<file path="src/rtl/seq_detector_param_if.sv">
// Serial detector bus: sample controls and data in, match flag and count out.
interface seq_detector_param_if #(
    parameter int unsigned CNT_W = 8
);
    logic             en;
    logic             clr;
    logic             x;
    logic             y;
    logic [CNT_W-1:0] match_cnt;

    // Stream source side
    modport master (
        output en,
        output clr,
        output x,
        input  y,
        input  match_cnt
    );

    // Detector side
    modport slave (
        input  en,
        input  clr,
        input  x,
        output y,
        output match_cnt
    );
endinterface

</file>
<file path="src/rtl/seq_detector_param.sv">
// Parametrised serial pattern detector with selectable overlap and Mealy/Moore
// output timing, sample enable, synchronous clear and saturating match counter.
module seq_detector_param #(
    parameter int unsigned          PAT_W   = 4,
    parameter logic [PAT_W-1:0]     PATTERN = 4'b1001,
    parameter bit                   OVERLAP = 1'b1,
    parameter bit                   MOORE   = 1'b0,
    parameter int unsigned          CNT_W   = 8
) (
    input  logic                 clk,
    input  logic                 reset,
    seq_detector_param_if.slave  bus
);

    localparam int unsigned HIST_W = PAT_W - 1;
    localparam int unsigned FILL_W = $clog2(PAT_W);
    localparam logic [FILL_W-1:0] FILL_MAX = FILL_W'(PAT_W - 1);

    logic [HIST_W-1:0] hist;
    logic [FILL_W-1:0] fill;
    logic              y_reg;
    logic [CNT_W-1:0]  match_cnt;

    logic [PAT_W-1:0]  window_c;
    logic              hit_c;
    logic [HIST_W-1:0] hist_next_c;
    logic [FILL_W-1:0] fill_next_c;
    logic [CNT_W-1:0]  cnt_next_c;

    // Match decode: the full window is the held history plus the bit on x now
    always_comb begin
        window_c = {hist, bus.x};
        hit_c    = bus.en & ~bus.clr & (fill == FILL_MAX) & (window_c == PATTERN);
    end

    // Next history/fill/count for an accepted bit; a non-overlap hit invalidates history
    always_comb begin
        hist_next_c = HIST_W'(window_c);
        fill_next_c = fill;
        cnt_next_c  = match_cnt;
        if (fill != FILL_MAX) begin
            fill_next_c = fill + FILL_W'(1);
        end
        if (hit_c && !OVERLAP) begin
            fill_next_c = '0;
        end
        if (hit_c && (match_cnt != '1)) begin
            cnt_next_c = match_cnt + CNT_W'(1);
        end
    end

    // History shift register and valid-bit count
    always_ff @(posedge clk or negedge reset) begin
        if (!reset) begin
            hist <= '0;
            fill <= '0;
        end else if (bus.clr) begin
            hist <= '0;
            fill <= '0;
        end else if (bus.en) begin
            hist <= hist_next_c;
            fill <= fill_next_c;
        end
    end

    // Registered match flag, used as the output in Moore mode
    always_ff @(posedge clk or negedge reset) begin
        if (!reset) begin
            y_reg <= 1'b0;
        end else begin
            y_reg <= hit_c;
        end
    end

    // Saturating match counter, bumped on the edge accepting the final bit
    always_ff @(posedge clk or negedge reset) begin
        if (!reset) begin
            match_cnt <= '0;
        end else if (bus.clr) begin
            match_cnt <= '0;
        end else if (bus.en) begin
            match_cnt <= cnt_next_c;
        end
    end

    // Output timing select
    assign bus.y         = MOORE ? y_reg : hit_c;
    assign bus.match_cnt = match_cnt;

endmodule

</file>
<file path="src/flat_wrapper.sv">
// flat-port wrapper written by rule: the top's interface ports become plain ports
module seq_detector_param_flat 
#(
    parameter int unsigned          PAT_W   = 4,
    parameter logic [PAT_W-1:0]     PATTERN = 4'b1001,
    parameter bit                   OVERLAP = 1'b1,
    parameter bit                   MOORE   = 1'b0,
    parameter int unsigned          CNT_W   = 8
)
  (clk, reset, bus_en, bus_clr, bus_x, bus_y, bus_match_cnt);
  seq_detector_param_if #(.CNT_W(CNT_W)) bus_i ();
  input  logic clk;
  input  logic reset;
  input wire logic [$bits(bus_i.en)-1:0] bus_en;
  input wire logic [$bits(bus_i.clr)-1:0] bus_clr;
  input wire logic [$bits(bus_i.x)-1:0] bus_x;
  output wire logic [$bits(bus_i.y)-1:0] bus_y;
  output wire logic [$bits(bus_i.match_cnt)-1:0] bus_match_cnt;
  assign bus_i.en = bus_en;
  assign bus_i.clr = bus_clr;
  assign bus_i.x = bus_x;
  assign bus_y = bus_i.y;
  assign bus_match_cnt = bus_i.match_cnt;
  seq_detector_param #(.PAT_W(PAT_W), .PATTERN(PATTERN), .OVERLAP(OVERLAP), .MOORE(MOORE), .CNT_W(CNT_W)) u_core (.clk(clk), .reset(reset), .bus(bus_i));
endmodule
</file>
<file path="config.mk">
export PLATFORM = sky130hd
export DESIGN_NAME = seq_detector_param_flat
export DESIGN_NICKNAME = d
export VERILOG_FILES = /design/src/rtl/seq_detector_param_if.sv /design/src/rtl/seq_detector_param.sv /design/src/flat_wrapper.sv
export SDC_FILE = /design/constraint.sdc
export NUM_CORES = 1
export LEC_CHECK = 0
export BUFFER_PORTS_ARGS = -buffer_cell sky130_fd_sc_hd__buf_4
export CAP_MARGIN = 20
export CELL_PAD_IN_SITES_DETAIL_PLACEMENT = 1
export CELL_PAD_IN_SITES_GLOBAL_PLACEMENT = 2
export CORE_AREA = 2 2 48 50
export DETAILED_ROUTE_END_ITERATION = 6
export DIE_AREA = 0 0 50 52
export PLACE_DENSITY = 0.83
export SYNTH_ARGS = -nofsm -noshare
export SYNTH_HDL_FRONTEND = slang
export SYNTH_SLANG_ARGS = --single-unit
</file>
<file path="constraint.sdc">
create_clock -name clk -period 2.4 [get_ports clk]
set_clock_uncertainty 0.05 [all_clocks]
set_input_delay 0.12 -clock clk [delete_from_list [all_inputs] [get_ports clk]]
set_output_delay 0.12 -clock clk [all_outputs]
set_load 0.005 [all_outputs]
</file>
# Word-level counts from Yosys, hierarchy flattened
# Index checks and enable logic that the tools add are counted.
[word_totals] reg_bits=13 inputBits=5 out_inout_bits=9 word_cells=27
[op_classes] n_addsub=2 n_eq_ne=4 n_mux=8 n_bitwise=4 n_reduce_logical=6
[ops] operator="8-bit 2-to-1 mux" n=3
[ops] operator="8-bit by 1-bit adder with 8-bit output, second input constant" n=1
[ops] operator="8-bit inequality test, second input constant" n=1
[ops] operator="2-bit 2-to-1 mux" n=3
[ops] operator="3-bit 2-to-1 mux" n=2
[ops] operator="2-bit nonzero test" n=3
[ops] operator="4-bit == test, second input constant" n=1
[ops] operator="2-bit AND reduction" n=2
[ops] operator="1-bit AND" n=3
[ops] operator="2-bit by 1-bit adder with 2-bit output, second input constant" n=1
[ops] operator="2-bit == test, second input constant" n=1
[ops] operator="2-bit inequality test, second input constant" n=1
[ops] operator="1-bit logical AND" n=1
[ops] operator="1-bit inverter" n=1

# Depth between registers and ports, before layout
# Gate-level depths: netlist (run 1).
[logic_depth] depth_word=8 depth_mapped=5 mapped_depth_nobuf=5

# Worst setup path before layout (run 1)
# OpenSTA, ideal clock, no wires.
[synth_timing] path_type="register to register" startpoint="register u_core.match_cnt[0], in the netlist u_core.bus.match_cnt[0]" endpoint="register u_core.match_cnt[6], in the netlist u_core.bus.match_cnt[6]" setup_ps=78 arrival_ps=1495 required_time_ps=2272 slack_ps=777 path_stages_with_launch=6 n_path_buf=0 period_less_slack_ps=1623 path_cell_list="dfrtp_1 > ha_1 > nand3_1 > o211ai_4 > or4_1 > a21oi_1"
[synth_via] elab_chain_len=4 elab_cells_between_ends=8 classes_between="1 x add/sub; 1 x eq/ne; 3 x mux; 3 x reduce/logical"
[synth_rtl] element="from (decl)" line_no="seq_detector_param.sv:22" text="logic [CNT_W-1:0] match_cnt;"
[synth_rtl] element="from (signal assigned)" line_no="seq_detector_param.sv:82" text="match_cnt <= cnt_next_c;"
[synth_rtl] element="8-bit by 1-bit adder with 8-bit output / 8-bit inequality test (equally long branches)" line_no="seq_detector_param.sv:48, seq_detector_param.sv:47"
[synth_rtl] element="8-bit 2-to-1 mux / 1-bit logical AND (equally long branches)" line_no="seq_detector_param.sv:47" text="if (hit_c && (match_cnt != '1)) begin"
[synth_rtl] element="8-bit 2-to-1 mux / 2-bit nonzero test (equally long branches)"
[synth_rtl] element="8-bit 2-to-1 mux / 2-bit AND reduction (equally long branches)"
# Parallel ways exist; a longest one is shown, timed or not. The select of a mux whose other input is x is not followed.
# A chain may end at the register's enable or synchronous reset.

# Final worst setup path (run 1)
# Same ends and word-level chain as after synthesis.

==> results of run 1 <==
## power groups by stage
stage	clock network (µW)	logic [µW]	registers, µW
after floorplan	0	16.5	232
after global routing	158	36.2	229
after global placement	0	30.7	232
after CTS	142	33.1	228
final	137	31.7	228
after detailed placement	0	31.5	233
## critical path, stage by stage (launching register included)
cell and delay, ns:
dfrtp_1 0.42, ha_1 0.25, nand3_1 0.16, o211ai_4 0.15, or4_1 0.49, a21oi_1 0.15
## stage by stage
stage                     setup slack (ns)  util [%]
after global placement               0.702      37.8
after CTS                            0.638      39.5
after detailed placement             0.665      37.8
after floorplan                      0.777         -
after global routing                 0.507      39.5
final                                0.653      39.5
## cells in the mapped netlist
| library cell | number |
|---|---|
| nand3b_1 | 2 |
| nor2b_1 | 1 |
| o31ai_1 | 1 |
| a21o_1 | 1 |
| o2111ai_1 | 1 |
| nand2_1 | 2 |
| nand4_1 | 1 |
| or4_1 | 1 |
| clkbuf_1 | 1 |
| ha_1 | 2 |
| inv_1 | 3 |
| dfrtp_1 | 13 |
| xor2_1 | 1 |
| and3_1 | 1 |
| mux2i_1 | 5 |
| nand3_1 | 2 |
| and2_1 | 1 |
| nor3_1 | 1 |
| or3_1 | 3 |
| o21ai_0 | 5 |
| nor2_1 | 6 |
| and4b_4 | 1 |
| nor3b_4 | 1 |
| a21oi_1 | 4 |
| xnor2_1 | 1 |
| o211ai_4 | 1 |
## final timing paths
path	end	slack, ns	depth (start not counted)
min in group asynchronous	u_core.bus.match_cnt[1]$_DFFE_PN0P_	0.17	2
max in group asynchronous	u_core.fill[1]$_DFFE_PN0P_	1.97	2
min reg2reg	u_core.hist[2]$_DFFE_PN0P_	0.49	2
max reg2reg	u_core.bus.match_cnt[6]$_DFFE_PN0P_	0.65	5
max	u_core.bus.match_cnt[6]$_DFFE_PN0P_	0.65	5
min	u_core.hist[0]$_DFFE_PN0P_	0.05	3
## flip-flops by register name, indices dropped and copies added (netlist names)
name and flops:
u_core.hist 3, u_core.bus.match_cnt 8, u_core.fill 2
## layout make-up
| cell class | count | share of cell area (%) |
|---|---|---|
| Multi-Input combinational cell | 45 | 39.2 |
| Sequential cell | 13 | 39.1 |
| Timing Repair Buffer | 14 | 12.9 |
| Tap cell | 28 | 4.21 |
| Clock buffer | 4 | 3.16 |
| Inverter | 3 | 1.35 |
## metal layers
metal  routed length (µm)  track usage (%)
met5                    0                0
met2                  658             20.0
met1                  681             14.8
met4                   17             5.56
met3                   62             6.03
## kinds of logic after synthesis
logic type,share of synthesized area [%]
buffers and inverters,2.25
and+or+nand+nor,21.6
muxes,7.50
AOI/OAI and AO/OA,13.5
xor gates and xnor gates,2.63
adders and majority gates,3.75
DFF,48.8
==> metrics.yaml, run 1 <==
floorplan:
  dieArea_um2: 2600
  io_pins: 14
  coreArea_um2: 2110
  floorplan.rows: 17
  die_h_um: 52
  die_w_um: 50
  start_util_pct: 31.7
setup_path:
  crit_path_end_kind: "flop"
  cp-start-kind: "flop"
  crit_type: "flop to flop"
  worst_ep_required_time_ns: 2.56
  cp.arrival_ns: 1.90
  crit_fanout: 10
  startpoint: "u_core.bus.match_cnt[0]$_DFFE_PN0P_"
  timing.rr.start: "u_core.bus.match_cnt[0]$_DFFE_PN0P_"
route:
  drt_iter0_drc: 3
  num_vias: 521
  drt_wl_total_um: 1420
  first_pass_iters: 2
  drtAntennaViolNets: 0
  drcViolationCount: 0
  via_per_inst: 4.87
  wl_per_cell_um: 13.3
placed_design:
  detailed_place.area_um2: 796
  place_congestion: 0.691
  portBuffers: 13
  placed_cells: 102
timing:
  hold_viol: 0
  worstMarginPinSlew_ns: 0.401
  maxSlewHeadroom_pct: 73.3
  fmax_mhz: 572
  slew_viol_final: 0
  whs_ns: 0.0479
  period_minus_slack_ns: 1.75
  post-route-period-util_pct: 72.8
  finalSetupViolations: 0
  rsz0062_at_grt: "false"
  tns_ns: 0
clock_network:
  insertion_delay_ns: 0.27
  htree_num_levels: 1
  cts_made_buffers: 3
  cts_resized: 0
  clock_path_buffers: 2
  clock-root-buffer: "clkbuf_4"
  cts_tree: "yes"
  cts.reportedPaths.clkPinSlew_ns: 0.08
  post-cts-setup-buffer-count: 0
  cts.sink_count: 13
  ctsHoldBuffers: 1
synthesis:
  yosysSeqAreaShare_pct: 48.8
  synth_cells: 62
  synth.cell_area_um2: 667
  synth_top_cell_area_share_pct: 48.8
  yosys.area.top_type: "dfrtp_1"
  syn-num-nets: 69
  synth-seq-cells: 13
  synth_cell_types: 26
  synthTopCellsByArea: "dfrtp_1, mux2i_1, ha_1"
  avgSynthCellArea_um2: 10.8
  yosysWarningCount: 0
pwr:
  pwr_density_cell_nw_per_um2: 477
  power_leakage_uw: 0.000395
  pwr-share-clk_pct: 34.5
  switching_share_pct: 23.5
  p_seq_share_pct: 57.5
  finalPower_uw: 397
  intPower_uw: 304
  power.switching_uw: 93.1
  combPwrFrac_pct: 8.0
  vdd_drop_max_mv: 0.214
job:
  cap_violations: 0
global_route:
  grt_pass1_wl_um: 2400
  grt_usage_pct: 12.7
  grt_pass1_vias: 521
  overflow: 0
  grt_max_degree: 15
  antenna_found_initial: 0
hold_path:
  hp-class: "primary input to flop"
  hp-start: "bus_x"
final_layout:
  syn_to_final_growth_pct: 24.8
  drive_gt1_share_pct: 24.1
  final_cell_mix: "buf_4, dfrtp_1, nor2_1, o21ai_0, mux2i_1"
  ff_latch_area_um2: 325
  instances_no_fill: 107
  final_cell_area_um2: 832
  multi_input_area_um2: 327
  fill_cells: 235
  fin_nets: 87
  n_antenna_cell: 0
outcome:
  run_status: "finished clean"
Note: power is estimated with default switching activity, not from simulation.
==> inputs of run 2 (changes only) <==
--- a/config.mk
+++ b/config.mk
@@ -9,10 +9,10 @@
 export CAP_MARGIN = 20
 export CELL_PAD_IN_SITES_DETAIL_PLACEMENT = 1
 export CELL_PAD_IN_SITES_GLOBAL_PLACEMENT = 2
-export CORE_AREA = 2 2 48 50
+export CORE_AREA = 2 2 40 69
 export DETAILED_ROUTE_END_ITERATION = 6
-export DIE_AREA = 0 0 50 52
-export PLACE_DENSITY = 0.83
+export DIE_AREA = 0 0 42 71
+export PLACE_DENSITY = 0.76
 export SYNTH_ARGS = -nofsm -noshare
 export SYNTH_HDL_FRONTEND = slang
 export SYNTH_SLANG_ARGS = --single-unit
==> constraint.sdc (replaced) <==
create_clock -name clk -period 1.6 [get_ports clk]
set_clock_uncertainty 0.05 [all_clocks]
set_input_delay 0.08 -clock clk [delete_from_list [all_inputs] [get_ports clk]]
set_output_delay 0.08 -clock clk [all_outputs]
set_load 0.005 [all_outputs]
==> run 2 against run 1 <==
  * The run now ends with negative setup slack left
  * Count of clock-buffer cells in the layout did not move
  * First-iteration DRC count grew to 2.7 times the previous value
  * Setup slack got worse by 0.71 ns
  * Clock power increased by 120%
  * Wire length increased by 20%
  * Critical path depth unchanged
  * Design area up 17%
  * Sequential share of layout area down 5.7 points
  * Die area is 15% higher
==> metrics.yaml, run 2 (same netlist as run 1, synthesis figures left out) <==
floorplan:
  dieArea_um2: 2980  # +15%
  coreArea_um2: 2430  # +16%
  start_util_pct: 27.4  # -4.3 points
  die_h_um: 71  # +37%
  floorplan.rows: 24  # +7
  die_w_um: 42  # -16%
  io_pins: 14  # unchanged
pwr:
  pwr-share-clk_pct: 42.5  # +8.0 points
  power.switching_uw: 157  # +68%
  switching_share_pct: 22.5  # -1.0 points
  pwr_density_cell_nw_per_um2: 717  # +50%
  combPwrFrac_pct: 8.3  # +0.3 points
  p_seq_share_pct: 49.2  # -8.3 points
  power_leakage_uw: 0.000469  # +19%
  vdd_drop_max_mv: 0.375  # +75%
  intPower_uw: 542  # +78%
timing:
  fmax_mhz: 603  # +5.4%
  fin_ws_ns: -0.0571  # -0.710 ns
  post-route-period-util_pct: 104  # +31 points
  hold_viol: 0  # unchanged
  slew_viol_final: 0  # unchanged
  period_minus_slack_ns: 1.66  # -0.0903 ns
  tns_ns: -0.147  # -0.147 ns
  finalSetupViolations: 4  # +4
  rsz0062_at_grt: "true"
  maxSlewHeadroom_pct: 81.6  # +8.4 points
  worstMarginPinSlew_ns: 0.275  # -0.126 ns
global_route:
  antenna_found_initial: 0  # unchanged
  grt_pass1_wl_um: 2950  # +23%
  grt_usage_pct: 13.5  # +0.76 points
  grt_pass1_vias: 615  # +18%
  overflow: 0  # unchanged
  grt_max_degree: 14  # -1
clock_network:
  clock_path_buffers: 2  # unchanged
  insertion_delay_ns: 0.25  # -0.02 ns
  clock-root-buffer: "clkbuf_8"
  cts.sink_count: 13  # unchanged
  cts_made_buffers: 3  # unchanged
  htree_num_levels: 1  # unchanged
  cts_tree: "yes"
  cts.reportedPaths.clkPinSlew_ns: 0.06  # -0.02 ns
route:
  drtAntennaViolNets: 0  # unchanged
  wl_per_cell_um: 14.4  # +8.6%
  drcViolationCount: 0  # unchanged
  num_vias: 592  # +14%
  via_per_inst: 5.02  # +3.0%
  first_pass_iters: 4  # +2
  drt_iter0_drc: 8  # +5
  drt_wl_total_um: 1700  # +20%
hold_path:
  hp-start: "bus_x"
  holdPathEnd: "u_core.hist[0]$_DFFE_PN0P_"
  hold_depth: 3  # unchanged
  hp-class: "primary input to flop"
placed_design:
  portBuffers: 13  # unchanged
  hpwl_um: 1280
  place_congestion: 0.739  # +6.8%
final_layout:
  largest_register: "u_core.bus.match_cnt"
  n_antenna_cell: 0  # unchanged
  largestRegisters: "u_core.bus.match_cnt: 8 flops, u_core.hist: 3 flops, u_core.fill: 2 flops"
  final_cell_mix: "buf_4, dfrtp_1, nor2_1, mux2i_1"
  post-route-util_pct: 40.1  # +0.56 points
  fill_cells: 287  # +22%
  syn_to_final_growth_pct: 46.2
  final_common_cell: "buf_4"
  drive_gt1_share_pct: 41.3  # +17 points
  largest_reg_flops: 8  # unchanged
  fin_nets: 100  # +15%
outcome:
  run_status: "finished, violations left"
  violations: "negative setup slack"
setup_path:
  ff2ff_setup_slack_ns: -0.06  # -0.71 ns
  worst_ep_required_time_ns: 1.73  # -0.83 ns
  crit-reg2reg-capture: "u_core.bus.match_cnt[5]$_DFFE_PN0P_"
  reg2regPathDepth: 5  # unchanged
  timing.rr.start: "u_core.fill[0]$_DFFE_PN0P_"
  crit_type: "flop to flop"
  crit_path_end_kind: "flop"
  cp-start-kind: "flop"
  crit_fanout: 4  # -6
  cp.arrival_ns: 1.79  # -0.11 ns
job:
  cap_violations: 0  # unchanged
run 2: power by group through the flow:
stage                     clock, µW  sequential (µW)  combinational (µW)
after global routing            317              344                65.4
after global placement            0              348                52.9
after CTS                       304              343                58.3
after detailed placement          0              349                55.9
final                           297              343                58.2
after floorplan                   0              348                24.7
run 2: worst max-delay path by stage:
stage	startpoint	endpoint	slack [ns]	cells past startpoint
CTS	u_core.fill[0]$_DFFE_PN0P_	u_core.bus.match_cnt[6]$_DFFE_PN0P_	-0.08	5
detailed placement	u_core.fill[0]$_DFFE_PN0P_	u_core.bus.match_cnt[5]$_DFFE_PN0P_	-0.13	5
finish	u_core.fill[0]$_DFFE_PN0P_	u_core.bus.match_cnt[5]$_DFFE_PN0P_	-0.06	5
global placement	u_core.fill[0]$_DFFE_PN0P_	u_core.bus.match_cnt[5]$_DFFE_PN0P_	-0.03	5
global route	u_core.fill[0]$_DFFE_PN0P_	u_core.bus.match_cnt[5]$_DFFE_PN0P_	-0.14	5
floorplan	u_core.fill[0]$_DFFE_PN0P_	u_core.bus.match_cnt[6]$_DFFE_PN0P_	-0.007	5
run 2: per-layer routing:
metal  GRT usage, %  vias up  share of wire (%)
met5              0        -                  0
met2           21.9        9                 54
li1               -      284                  -
met3           3.32        4                3.2
met1           15.1      295                 39
met4           9.68        0                3.5
run 2: layout make-up:
cell class                 instances  area, µm²  area share (%)
tap                               26       32.5            3.34
inverter                           3       11.3            1.16
multi-input combinational         45        352            36.1
sequential                        13        325            33.4
clock buffer                       4       45.0            4.62
timing repair buffer              27        209            21.4
run 2: worst max-delay path: stages (launching register included):
cell and delay, ns:
dfrtp_1 0.36, ha_2 0.19, nor3b_4 0.27, o2111ai_2 0.20, or3_1 0.37, a21oi_2 0.15
run 2: repair_timing:
item | CTS | global route
resized for setup | 2 | 6
hold buffers | 1 | 0
setup buffers | 0 | 1
setup endpoints to repair | 5 | 6
pin swaps | 3 | 1
endpoints found under the hold margin | 13 | 0
run 2: metrics by stage:
stage / std cells / power (µW) / setup WS [ns] / cell area (µm²) / hold slack (ns)
final: 118 / 699 / -0.0571 / 975 / 0.0704
after global routing: 118 / 726 / -0.137 / 975 / 0.0777
after CTS: 117 / 705 / -0.0798 / 953 / 0.0644
after detailed placement: 112 / 405 / -0.129 / 888 / -0.114
after global placement: 112 / 401 / -0.0274 / 888 / -0.115
after floorplan: 62 / 373 / -0.00668 / 672 / -0.266
==> inputs of run 3 (changes only) <==
--- a/config.mk
+++ b/config.mk
@@ -9,10 +9,10 @@
 export CAP_MARGIN = 20
 export CELL_PAD_IN_SITES_DETAIL_PLACEMENT = 1
 export CELL_PAD_IN_SITES_GLOBAL_PLACEMENT = 2
-export CORE_AREA = 2 2 40 69
+export CORE_AREA = 2 2 42 60
 export DETAILED_ROUTE_END_ITERATION = 6
-export DIE_AREA = 0 0 42 71
-export PLACE_DENSITY = 0.76
+export DIE_AREA = 0 0 44 62
+export PLACE_DENSITY_LB_ADDON = 0.1
 export SYNTH_ARGS = -nofsm -noshare
 export SYNTH_HDL_FRONTEND = slang
 export SYNTH_SLANG_ARGS = --single-unit
==> constraint.sdc (replaced) <==
create_clock -name clk -period 1.8 [get_ports clk]
set_clock_uncertainty 0.05 [all_clocks]
set_input_delay 0.09 -clock clk [delete_from_list [all_inputs] [get_ports clk]]
set_output_delay 0.09 -clock clk [all_outputs]
set_load 0.005 [all_outputs]
==> run 3 against run 2 <==
  * The run now ends clean
  * Cell count is 10% lower
  * Critical path type unchanged
  * Sequential share of layout area increased by 4.4 points
  * Global-route usage is essentially flat
  * Wire length decreased by 9.6%
  * Setup slack improved by 0.17 ns
==> metrics.yaml, run 3 (same netlist as run 1, synthesis figures left out) <==
outcome:
  run_status: "finished clean"
final_layout:
  largest_register: "u_core.bus.match_cnt"
  instances_no_fill: 106  # -10%
  fin_nets: 91  # -9.0%
  final_cell_area_um2: 861  # -12%
  largestRegisters: "u_core.bus.match_cnt: 8 flops, u_core.hist: 3 flops, u_core.fill: 2 flops"
  n_antenna_cell: 0  # unchanged
  largest_reg_flops: 8  # unchanged
  syn_to_final_growth_pct: 29.1
  fill_cells: 266  # -7.3%
  drive_gt1_share_pct: 28.9  # -12 points
  final_cell_mix: "buf_4, dfrtp_1, nor2_1, o21ai_0, mux2i_1"
  final_common_cell: "buf_4"
timing:
  worstMarginPinSlew_ns: 0.279  # +0.00383 ns
  tns_ns: 0  # +0.147 ns
  fmax_mhz: 593  # -1.8%
  fin_ws_ns: 0.113  # +0.170 ns
  maxSlewHeadroom_pct: 81.4  # -0.22 points
  rsz0062_at_grt: "false"
  slew_viol_final: 0  # unchanged
  post-route-period-util_pct: 93.7  # -9.8 points
  hold_viol: 0  # unchanged
  period_minus_slack_ns: 1.69  # +0.0300 ns
  finalSetupViolations: 0  # -4
route:
  wl_per_cell_um: 14.5  # +0.58%
  first_pass_iters: 2  # -2
  num_vias: 558  # -5.7%
  drtAntennaViolNets: 0  # unchanged
  via_per_inst: 5.26  # +4.9%
  drt_wl_total_um: 1540  # -9.6%
  drt_iter0_drc: 4  # -4
  drcViolationCount: 0  # unchanged
setup_path:
  timing.rr.start: "u_core.fill[0]$_DFFE_PN0P_"
  crit_fanout: 9  # +5
  crit_path_end_kind: "flop"
  crit_type: "flop to flop"
  worst_ep_required_time_ns: 1.96  # +0.23 ns
  cp.arrival_ns: 1.84  # +0.05 ns
  startpoint: "u_core.fill[0]$_DFFE_PN0P_"
  cp-start-kind: "flop"
floorplan:
  start_util_pct: 29.5  # +2.1 points
  floorplan.rows: 21  # -13%
  coreArea_um2: 2260  # -7.1%
  die_w_um: 44  # +4.8%
  die_h_um: 62  # -13%
  io_pins: 14  # unchanged
  dieArea_um2: 2730  # -8.5%
pwr:
  vdd_drop_max_mv: 0.285  # -24%
  pwr_density_cell_nw_per_um2: 623  # -13%
  finalPower_uw: 536  # -23%
  power_leakage_uw: 0.000414  # -12%
hold_path:
  hp-start: "bus_x"
  hp-class: "primary input to flop"
clock_network:
  insertion_delay_ns: 0.28  # +0.03 ns
  clock_path_buffers: 2  # unchanged
  post-cts-setup-buffer-count: 0  # unchanged
  htree_num_levels: 1  # unchanged
  clock-root-buffer: "clkbuf_4"
  cts.sink_count: 13  # unchanged
  cts_tree: "yes"
  cts.reportedPaths.clkPinSlew_ns: 0.08  # +0.02 ns
  cts_made_buffers: 3  # unchanged
placed_design:
  hpwl_um: 1130  # -12%
  place_congestion: 0.673  # -8.9%
  detailed_place.area_um2: 820  # -7.7%
  preCtsSetupSlack_ns: 0.145  # +0.273 ns
  portBuffers: 13  # unchanged
  placed_cells: 101  # -9.8%
global_route:
  antenna_found_initial: 0  # unchanged
  grt_pass1_vias: 543  # -12%
  grt_max_degree: 15  # +1
  busiest_layer: "met2"
  overflow: 0  # unchanged
  met3_usage_pct: 2.89  # -0.43 points
  grt_pass1_wl_um: 2520  # -15%
  grt_usage_pct: 13.5  # +0.015 points
  met2_usage_pct: 21.8  # -0.026 points
  grt_util_met1_pct: 16.1  # +0.97 points
job:
  cap_violations: 0  # unchanged
## run 3: final cells by class
| class | instances | area, µm² | area share, % |
|---|---|---|---|
| clock buffers | 4 | 26.3 | 3.05 |
| inverters | 3 | 11.3 | 1.31 |
| multi-input cells | 45 | 332 | 38.5 |
| flip-flops and latches | 13 | 325 | 37.8 |
| well taps | 23 | 28.8 | 3.34 |
| repair buffers | 18 | 138 | 16.0 |
## run 3: final timing paths
kind	endpoint	slack (ns)	cells after the start
max	u_core.bus.match_cnt[2]$_DFFE_PN0P_	0.11	6
min	u_core.hist[0]$_DFFE_PN0P_	0.01	3
max reg2reg	u_core.bus.match_cnt[2]$_DFFE_PN0P_	0.11	6
min reg2reg	u_core.fill[1]$_DFFE_PN0P_	0.50	2
max in group asynchronous	u_core.bus.match_cnt[1]$_DFFE_PN0P_	1.40	2
min in group asynchronous	u_core.bus.match_cnt[7]$_DFFE_PN0P_	0.14	2
## run 3: routing by layer
| metal | share of wire [%] | vias up |
|---|---|---|
| li1 | - | 271 |
| met1 | 44 | 270 |
| met2 | 49 | 12 |
| met3 | 4.1 | 5 |
| met4 | 3.0 | 0 |
| met5 | 0 | - |
## run 3: stage by stage
step | utilization, % | hold slack (ns)
finish | 38.1 | 0.0106
global route | 38.1 | 0.0466
CTS | 37.9 | 0.0154
detailed placement | 36.3 | -0.101
global placement | 36.3 | -0.0990
floorplan | - | -0.256
## run 3: report_power, final
part	leakage [µW]	internal [µW]	switching, µW
Clock	0.0000150	86.1	102
Combinational	0.000220	20.4	22.6
Sequential	0.000179	299	5.53
## run 3: what timing repair did
action                                  4_1_cts  5_1_grt
endpoints found under the setup margin        0        2
endpoints found under the hold margin        13        0
hold buffers                                  1        0
resized for setup                             0        1
## run 3: worst max-delay path, stage by stage (launching register included)
cell and delay, ns:
dfrtp_1 0.37, ha_1 0.17, nor3b_4 0.25, o211ai_4 0.11, buf_4 0.18, or3_1 0.31, a21oi_1 0.17
